$ cat src/rtl/bist_stim_gen_if.sv
// rtl/bist_stim_gen_if.sv - controller/DUT-side bus of the BIST stimulus generator
// master drives run control and the returned signature; slave is the generator.
interface bist_stim_gen_if #(
  parameter int WIDTH = 3,
  parameter int SIG_W = 3,
  parameter int OUT_W = 2,
  parameter int PW    = 3
);
  logic             start;
  logic             abort;
  logic [WIDTH-1:0] seed;
  logic [SIG_W-1:0] golden;
  logic [SIG_W-1:0] sig_in;
  logic [OUT_W-1:0] stim;
  logic             stim_valid;
  logic             misr_rst;
  logic             busy;
  logic [PW-1:0]    pat_cnt;
  logic             done;
  logic             pass;
  logic             fail;

  modport master (
    output start, abort, seed, golden, sig_in,
    input  stim, stim_valid, misr_rst, busy, pat_cnt, done, pass, fail
  );

  modport slave (
    input  start, abort, seed, golden, sig_in,
    output stim, stim_valid, misr_rst, busy, pat_cnt, done, pass, fail
  );
endinterface

$ cat src/rtl/bist_stim_gen.sv
// rtl/bist_stim_gen.sv - LFSR stimulus sequencer for a MISR-compacted self-test run
// IDLE -> INIT (MISR reset) -> RUN (patterns) -> DRAIN (compactor latency) -> CHECK.
module bist_stim_gen #(
  parameter int               WIDTH   = 3,
  parameter logic [WIDTH-1:0] TAPS    = 3'b110,
  parameter int               OUT_W   = 2,
  parameter int               NUM_PAT = 7,
  parameter int               DRAIN   = 2,
  parameter int               SIG_W   = 3
) (
  input logic            clk,
  input logic            rst,
  bist_stim_gen_if.slave bus
);
  localparam int PW = $clog2(NUM_PAT + 1);
  localparam int DW = $clog2(DRAIN + 1);

  typedef enum logic [2:0] {
    S_IDLE,
    S_INIT,
    S_RUN,
    S_DRAIN,
    S_CHECK
  } state_t;

  state_t           state_q, state_d;
  logic [WIDTH-1:0] lfsr_q, lfsr_d;
  logic [SIG_W-1:0] golden_q, golden_d;
  logic [PW-1:0]    pat_cnt_q, pat_cnt_d;
  logic [DW-1:0]    drain_cnt_q, drain_cnt_d;
  logic             pass_q, pass_d;
  logic             fail_q, fail_d;

  always_ff @(posedge clk or negedge rst) begin
    if (!rst) begin
      state_q     <= S_IDLE;
      lfsr_q      <= WIDTH'(1);
      golden_q    <= '0;
      pat_cnt_q   <= '0;
      drain_cnt_q <= '0;
      pass_q      <= 1'b0;
      fail_q      <= 1'b0;
    end else begin
      state_q     <= state_d;
      lfsr_q      <= lfsr_d;
      golden_q    <= golden_d;
      pat_cnt_q   <= pat_cnt_d;
      drain_cnt_q <= drain_cnt_d;
      pass_q      <= pass_d;
      fail_q      <= fail_d;
    end
  end

  always_comb begin
    state_d     = state_q;
    lfsr_d      = lfsr_q;
    golden_d    = golden_q;
    pat_cnt_d   = pat_cnt_q;
    drain_cnt_d = drain_cnt_q;
    pass_d      = pass_q;
    fail_d      = fail_q;
    case (state_q)
      S_IDLE: begin
        if (bus.start) begin
          state_d   = S_INIT;
          // an all-zero seed would lock the LFSR, so it is promoted to 1
          lfsr_d    = (bus.seed == '0) ? WIDTH'(1) : bus.seed;
          golden_d  = bus.golden;
          pat_cnt_d = '0;
          pass_d    = 1'b0;
          fail_d    = 1'b0;
        end
      end
      S_INIT: begin
        state_d = bus.abort ? S_IDLE : S_RUN;
      end
      S_RUN: begin
        if (bus.abort) begin
          state_d = S_IDLE;
        end else begin
          lfsr_d    = {lfsr_q[WIDTH-2:0], ^(lfsr_q & TAPS)};
          pat_cnt_d = pat_cnt_q + PW'(1);
          if (pat_cnt_q == PW'(NUM_PAT - 1)) begin
            state_d     = S_DRAIN;
            drain_cnt_d = '0;
          end
        end
      end
      S_DRAIN: begin
        if (bus.abort) begin
          state_d = S_IDLE;
        end else if (drain_cnt_q == DW'(DRAIN - 1)) begin
          state_d = S_CHECK;
        end else begin
          drain_cnt_d = drain_cnt_q + DW'(1);
        end
      end
      S_CHECK: begin
        pass_d  = (bus.sig_in == golden_q);
        fail_d  = (bus.sig_in != golden_q);
        state_d = S_IDLE;
      end
      default: state_d = S_IDLE;
    endcase
  end

  // outputs decode registered state only, so no input reaches an output combinationally
  assign bus.stim       = (state_q == S_RUN) ? lfsr_q[OUT_W-1:0] : '0;
  assign bus.stim_valid = (state_q == S_RUN);
  assign bus.misr_rst   = (state_q == S_INIT);
  assign bus.busy       = (state_q != S_IDLE);
  assign bus.done       = (state_q == S_CHECK);
  assign bus.pat_cnt    = pat_cnt_q;
  assign bus.pass       = pass_q;
  assign bus.fail       = fail_q;
endmodule
$ cat src/flat_wrapper.sv
// flat-port wrapper written by rule: the top's interface ports become plain ports
module bist_stim_gen_flat 
#(
  parameter int               WIDTH   = 3,
  parameter logic [WIDTH-1:0] TAPS    = 3'b110,
  parameter int               OUT_W   = 2,
  parameter int               NUM_PAT = 7,
  parameter int               DRAIN   = 2,
  parameter int               SIG_W   = 3
)
  (clk, rst, bus_start, bus_abort, bus_seed, bus_golden, bus_sig_in, bus_stim, bus_stim_valid, bus_misr_rst, bus_busy, bus_pat_cnt, bus_done, bus_pass, bus_fail);
  bist_stim_gen_if #(.WIDTH(WIDTH), .SIG_W(SIG_W), .OUT_W(OUT_W)) bus_i ();
  input logic clk;
  input logic rst;
  input wire logic [$bits(bus_i.start)-1:0] bus_start;
  input wire logic [$bits(bus_i.abort)-1:0] bus_abort;
  input wire logic [$bits(bus_i.seed)-1:0] bus_seed;
  input wire logic [$bits(bus_i.golden)-1:0] bus_golden;
  input wire logic [$bits(bus_i.sig_in)-1:0] bus_sig_in;
  output wire logic [$bits(bus_i.stim)-1:0] bus_stim;
  output wire logic [$bits(bus_i.stim_valid)-1:0] bus_stim_valid;
  output wire logic [$bits(bus_i.misr_rst)-1:0] bus_misr_rst;
  output wire logic [$bits(bus_i.busy)-1:0] bus_busy;
  output wire logic [$bits(bus_i.pat_cnt)-1:0] bus_pat_cnt;
  output wire logic [$bits(bus_i.done)-1:0] bus_done;
  output wire logic [$bits(bus_i.pass)-1:0] bus_pass;
  output wire logic [$bits(bus_i.fail)-1:0] bus_fail;
  assign bus_i.start = bus_start;
  assign bus_i.abort = bus_abort;
  assign bus_i.seed = bus_seed;
  assign bus_i.golden = bus_golden;
  assign bus_i.sig_in = bus_sig_in;
  assign bus_stim = bus_i.stim;
  assign bus_stim_valid = bus_i.stim_valid;
  assign bus_misr_rst = bus_i.misr_rst;
  assign bus_busy = bus_i.busy;
  assign bus_pat_cnt = bus_i.pat_cnt;
  assign bus_done = bus_i.done;
  assign bus_pass = bus_i.pass;
  assign bus_fail = bus_i.fail;
  bist_stim_gen #(.WIDTH(WIDTH), .TAPS(TAPS), .OUT_W(OUT_W), .NUM_PAT(NUM_PAT), .DRAIN(DRAIN), .SIG_W(SIG_W)) u_core (.clk(clk), .rst(rst), .bus(bus_i));
endmodule
$ cat config.mk
export PLATFORM = sky130hd
export DESIGN_NAME = bist_stim_gen_flat
export DESIGN_NICKNAME = d
export VERILOG_FILES = /design/src/rtl/bist_stim_gen_if.sv /design/src/rtl/bist_stim_gen.sv /design/src/flat_wrapper.sv
export SDC_FILE = /design/constraint.sdc
export NUM_CORES = 1
export LEC_CHECK = 0
export ABC_AREA = 1
export BUFFER_PORTS_ARGS = -buffer_cell sky130_fd_sc_hd__buf_4
export CAP_MARGIN = 20
export CORE_ASPECT_RATIO = 0.8
export CORE_MARGIN = 1
export CORE_UTILIZATION = 40
export CTS_CLUSTER_DIAMETER = 120
export DETAILED_ROUTE_END_ITERATION = 10
export SLEW_MARGIN = 40
export SYNTH_ARGS = -nofsm -noshare
export SYNTH_HDL_FRONTEND = slang
export SYNTH_SLANG_ARGS = --single-unit
export TNS_END_PERCENT = 50
$ cat constraint.sdc
create_clock -name clk -period 2.5 [get_ports clk]
set_clock_uncertainty 0.2 [all_clocks]
set_input_delay 0.125 -clock clk [delete_from_list [all_inputs] [get_ports clk]]
set_output_delay 0.125 -clock clk [all_outputs]
set_load 0.005 [all_outputs]
==> flow_summary.yaml, run 1 <==
clock_tree:
  cts_tree: "built"
  cts_setup_buffers: 0
  htreeDepth: 1
  cts_root_buf: "clkbuf_4"
  clkTransAtPathRegs_ps: 100
  cts_buffers: 3
  cts_num_sinks: 16
  insertion_delay_ps: 290
  ctsHoldBuffers: 9
  clock_path_buffers: 2
  cts.repair.resized: 0
yosys:
  synth_top_family_by_area: "simple AND/OR/NAND/NOR gates"
  yosys.area_share.simple: 0.3588
  yosysSeqAreaShare: 0.4379
  synth-compound-area-share: 0.04229
  syn-mean-instance-area_um2: 7.839
  yosys.area.top_type: "dfrtp_1"
  synthTopCellsByArea: "dfrtp_1, nand2_1, nand3_1"
  async_flop_share: 1.000
  synth_fa_ha_area_frac: 0.04093
  yosysUniqueCellTypes: 21
  synth_ff_type: "dfrtp_1"
  synth_nets: 133
  yosysMostFrequentCell: "nand2_1"
  synthCells: 117
  synth_mux_area_frac: 0
  synth_top_area_frac: 0.4093
  syn_area_um2: 917.1
  ys_warn_count: 0
  ys_top_cells_by_count: "nand2_1, dfrtp_1, inv_1"
  synth_xor_area_frac: 0.04775
  synth-seq-cells: 16
  synth-edff-count: 0
place:
  gp_congestion: 0.8084
  postPlaceCellArea_um2: 1121
  dpl_worst_slack_ps: 1040
  portBuffers: 23
  hpwl_um: 1485
finish:
  regArea_um2: 401.6
  drive_gt1_frac: 0.2680
  multi_input_area_um2: 449.2
  fin_nets: 170
  n_fill_cell: 217
  area_growth_pct: 34.93
  diodes: 0
  finalInstanceArea_um2: 1237
routing:
  drt-total-wl_um: 1931
  wl_per_cell_um: 10.85
  drc: 0
  final_antenna_net_count: 0
  vias: 826
  dr.pass1.iters: 3
  drtIter0Drc: 23
  via_per_inst: 4.640
global_routing:
  grt_usage: 0.1758
  grt_max_degree: 17
  grt_pass1_wl_um: 3263
  grt_pass1_vias: 742
  gr-total-overflow: 0
  antenna_found_initial: 0
pwr:
  p_leak_nw: 0.6869
  p_clk_frac: 0.127
  intPower_mw: 0.6628
  pwr-share-seq: 0.396
  peakVddDrop_v: 0.0005356
  netSwitchingFraction: 0.4188
  p_sw_mw: 0.4776
  pwr-share-comb: 0.477
  cellPowerDensity_nw_per_um2: 921.6
timing:
  setup_ws_ps: 594.3
  max_freq_mhz: 524.7
  finalCritPeriodShare: 0.7623
  tns_ps: 0
  finalMaxSlewViolations: 0
  hold_viol_final: 0
  worstMarginPinSlew_ps: 266.9
  setup_viol: 0
  rsz0062_at_grt: "no"
  max-slew-margin-rel: 0.8220
  fin_crit_ps: 1906
floorplanning:
  die_w_um: 55.54
  die_y_um: 44.83
  core-area_um2: 2158
  start_util: 0.4249
  ioPinCount: 24
  rows: 15
  dieArea_um2: 2490
min_path:
  min_path_type: "in2reg"
  hold_end: "u_core.bus.fail"
  hold_path_startpoint: "bus_sig_in[2]"
  holdPathStages: 5
worst_setup_path:
  crit_required_ps: 2530
  crit_fanout: 5
  worstSetupStartpointType: "flop"
  reg2reg_depth: 6
  rrSetupSlack_ps: 590
  end_kind: "flop"
  r2r-start: "u_core.state_q[0]"
  arrival_ps: 1930
  critPathKind: "reg2reg"
  rr_endpoint: "u_core.bus.pass"
job:
  maxCapViolations: 0
outcome:
  status: "completed"
area by class of cell:
class | instances | share of cell area
timing repair buffer | 32 | 0.2123
sequential | 16 | 0.3246
inverter | 17 | 0.05359
tap | 25 | 0.02528
multi-input combinational | 84 | 0.3630
clock buffer | 4 | 0.02123
flip-flops by register name, indices dropped and copies added (netlist names):
register            count
u_core.golden_q         3
u_core.bus.pass         1
u_core.state_q          3
u_core.bus.fail         1
u_core.drain_cnt_q      2
u_core.lfsr_q           3
u_core.bus.pat_cnt      3
how the worst max path moves through the flow:
stage                     slack (ps)                    end              start
final                            590        u_core.bus.pass  u_core.state_q[0]
after global routing             480        u_core.bus.pass  u_core.state_q[0]
after CTS                        590        u_core.bus.pass  u_core.state_q[0]
after detailed placement        1040  u_core.bus.pat_cnt[0]  u_core.state_q[0]
after global placement          1110  u_core.bus.pat_cnt[2]  u_core.state_q[0]
after floorplan                 1160  u_core.bus.pat_cnt[2]  u_core.state_q[0]
power groups by stage:
stage | combinational [mW] | clock [mW] | sequential, mW
finish | 0.544 | 0.145 | 0.452
global route | 0.627 | 0.160 | 0.465
CTS | 0.553 | 0.149 | 0.452
detailed placement | 0.539 | 0 | 0.456
global placement | 0.528 | 0 | 0.453
floorplan | 0.371 | 0 | 0.438
metrics by stage:
stage | power (mW) | std cells | hold WS [ps] | utilization
final | 1.140 | 178 | 9.589 | 0.5733
after global placement | 0.9811 | 165 | -200.7 | 0.5194
after detailed placement | 0.9949 | 165 | -198.4 | 0.5194
after global routing | 1.252 | 178 | 24.22 | 0.5733
after floorplan | 0.8090 | 117 | -370.6 | -
after CTS | 1.154 | 178 | 4.523 | 0.5733
cell families after synthesis:
logic type / after synthesis
and+or+nand+nor: 69
buffers and inverters: 17
DFF: 16
AOI/OAI and AO/OA: 7
xor gates and xnor gates: 5
adders and majority gates: 3
cell usage in the layout (no fill, tap or decap):
| master | count |
|---|---|
| nand2_1 | 43 |
| buf_4 | 23 |
| dfrtp_1 | 15 |
| inv_1 | 12 |
| nand3_1 | 10 |
| dlygate4sd3_1 | 9 |
| nor2_1 | 5 |
| o21ai_1 | 5 |
| inv_2 | 4 |
| nor2_2 | 3 |
| xnor2_1 | 3 |
| ha_1 | 3 |
| clkbuf_4 | 3 |
| nand2_2 | 2 |
| nand4_1 | 2 |
| xor2_1 | 2 |
| nor3_4 | 1 |
| nand3_4 | 1 |
| nand3_2 | 1 |
| nand2_4 | 1 |
| o22ai_1 | 1 |
| inv_4 | 1 |
| o21bai_1 | 1 |
| clkbuf_1 | 1 |
| dfstp_2 | 1 |
worst max-delay path, stage by stage, from the launching register on:
cell	delay [ps]
dfrtp_1	460
nor2_2	240
nand2_1	150
inv_2	90
nand4_1	80
dlygate4sd3_1	560
nand2_1	60
routing by layer:
layer  routed length, um  track usage  share of wire  vias up
met3                  72      0.06017          0.037        2
met1                 932       0.2289           0.48      373
met2                 910       0.2940           0.47       11
li1                    -            -              -      440
met4                  14      0.03000         0.0073        0
met5                   0            0              0        -
Note: power is estimated with default switching activity, not from simulation.
==> run 2, diff against run 1 <==
ABC_AREA = 0   (was 1)
clock period = 1.89 ns   (was 2.5 ns; I/O delays follow)
==> flow_summary.yaml, run 2 <==
worst_setup_path:
  rrSetupSlack_ps: 120
  worstSetupStartpointType: "input port"
  critPathKind: "in2reg"
  critical_path.max_stage_delay_ps: 540
  r2r-start: "u_core.state_q[2]"
  reg2reg_depth: 3
  startpoint: "bus_abort"
  cp_cell_sequence: "dlygate4sd3_1 -> buf_4 -> or4b_1 -> or3_1 -> a21oi_1"
  crit_fanout: 4
  rr_endpoint: "u_core.lfsr_q[0]"
  arrival_ps: 1790
  crit_required_ps: 1910
  endpoint: "u_core.bus.pat_cnt[2]"
  slowest_stage: "dlygate4sd3_1"
  end_kind: "flop"
yosys:
  syn-mean-instance-area_um2: 9.736
  syn_area_um2: 847.1
  synth_top_family_by_area: "simple AND/OR/NAND/NOR gates"
  ys_top_cells_by_count: "dfrtp_1, nand2_1, inv_1, nor2_1"
  yosysUniqueCellTypes: 29
  synth_fa_ha_area_frac: 0.04431
  synth_top_area_frac: 0.4431
  synth-edff-count: 0
  synth_mux_area_frac: 0.01182
  yosys.area_share.simple: 0.2600
  synth-compound-area-share: 0.1093
  yosysSeqAreaShare: 0.4742
  ys_warn_count: 0
  synth-seq-cells: 16
  synthCells: 87
  async_flop_share: 1.000
  synth_ff_type: "dfrtp_1"
  yosys.area.top_type: "dfrtp_1"
  synth_nets: 103
  synthTopCellsByArea: "dfrtp_1, nand2_1, ha_1"
  yosysMostFrequentCell: "dfrtp_1"
  synth_xor_area_frac: 0.04136
finish:
  drive_gt1_frac: 0.3125
  diodes: 0
  layout_common_cells: "buf_4, dfrtp_1, nand2_1"
  area_growth_pct: 44.61
  final_common_cell: "buf_4"
  fin_nets: 145
floorplanning:
  die_w_um: 53.45
  start_util: 0.4356
  core-area_um2: 1944
  dieArea_um2: 2307
  ioPinCount: 24
  rows: 14
  die_y_um: 43.16
pwr:
  cellPowerDensity_nw_per_um2: 1256
  p_leak_nw: 0.6056
  peakVddDrop_v: 0.0006661
job:
  maxCapViolations: 0
clock_tree:
  cts_num_sinks: 16
  cts_buffers: 3
  clock_path_buffers: 2
  clkTransAtPathRegs_ps: 100
  insertion_delay_ps: 290
  cts_tree: "built"
  htreeDepth: 1
  cts_root_buf: "clkbuf_4"
place:
  gp_congestion: 0.7730
  portBuffers: 23
  hpwl_um: 1419
global_routing:
  grt_pass1_vias: 727
  use_met1: 0.2819
  grt_use_met3: 0.07527
  grtUsageMet2: 0.3125
  grt_pass1_wl_um: 3318
  grt_usage: 0.2056
  gr-total-overflow: 0
  grt_max_degree: 16
  top_usage_layer: "met2"
  antenna_found_initial: 0
min_path:
  min_path_type: "in2reg"
timing:
  finalMaxSlewViolations: 0
  setup_viol: 0
  rsz0062_at_grt: "no"
  max-slew-margin-rel: 0.5185
  fin_crit_ps: 1767
  tns_ps: 0
  worstMarginPinSlew_ps: 719.8
  hold_ws_ps: 32.60
  max_freq_mhz: 566.1
  hold_viol_final: 0
  finalCritPeriodShare: 0.9347
routing:
  drtIter0Drc: 18
  dr.pass1.iters: 3
  drc: 0
  wl_per_cell_um: 13.34
  final_antenna_net_count: 0
  drt-total-wl_um: 2027
  via_per_inst: 5.086
  vias: 773
outcome:
  status: "completed"
[run 2: changes by cell type in the layout (fill, tap and decap cells not counted), sizes merged, moves of 3 or more]
cell	change
nand2	-32
inv	-12
buf	+9
nand3	-9
nor2	-3
nor3	+3
o2bb2ai	+3
xnor2	-3
[run 2: how the worst min path moves through the flow]
| stage | start | to | slack (ps) | cells after the start |
|---|---|---|---|---|
| finish | bus_sig_in[2] | u_core.bus.pass | 30 | 4 |
| global placement | rst | u_core.drain_cnt_q[1] | -230 | 1 |
| detailed placement | rst | u_core.drain_cnt_q[1] | -230 | 1 |
| CTS | bus_sig_in[2] | u_core.bus.pass | 20 | 4 |
| floorplan | rst | u_core.bus.fail | -400 | 0 |
| global route | bus_sig_in[2] | u_core.bus.pass | 50 | 4 |
[run 2: per-layer routing]
metal  vias up  share of wire
li1        388              -
met1       364           0.51
met2        21           0.44
met3         0          0.048
met4         0              0
met5         -              0
[run 2: cells by family (layout without fill, tap and decap cells)]
logic type	count (synthesis)	count (layout)
AO/OA/AOI/OAI	13	13
XOR/XNOR	4	4
adder cells (fa/ha/maj)	3	3
buffers and inverters	10	51
flip-flops	16	16
multiplexers	1	1
AND/OR/NAND/NOR	40	40
[run 2: area by class of cell]
class | instances | area, um2
tap | 24 | 30.03
multi-input combinational | 61 | 397.9
fill | 172 | 719.4
inverter | 5 | 18.77
sequential | 16 | 401.6
timing repair buffer | 42 | 340.3
clock buffer | 4 | 36.28
[run 2: where the power goes]
part | internal [mW] | switching [mW] | total [mW]
Sequential | 0.476 | 0.108 | 0.584
Clock | 0.117 | 0.111 | 0.228
Combinational | 0.386 | 0.340 | 0.726
[run 2: stage by stage]
stage | worst slack, ps | power, mW | util | area [um2] | cells
floorplan | 148.7 | 0.9702 | - | 847.1 | 87
global placement | 190.9 | 1.243 | 0.5508 | 1071 | 136
detailed placement | 137.4 | 1.259 | 0.5508 | 1071 | 136
CTS | 10.85 | 1.535 | 0.6248 | 1215 | 151
global route | 66.50 | 1.675 | 0.6300 | 1225 | 152
finish | 123.5 | 1.538 | 0.6300 | 1225 | 152
[run 2: what timing repair did]
action | in CTS | in global routing
setup buffers | 1 | 1
endpoints found under the hold margin | 25 | 0
gates resized for setup | 0 | 1
endpoints found under the setup margin | 1 | 1
hold buffers | 10 | 0
gates cloned | 0 | 0
pin swaps | 0 | 0
[run 2: critical path: cells and delay by family]
family / cells / cell delay, ps
buffers and inverters: 2 / 690
AND/OR/NAND/NOR: 2 / 860
AO/OA/AOI/OAI: 1 / 140
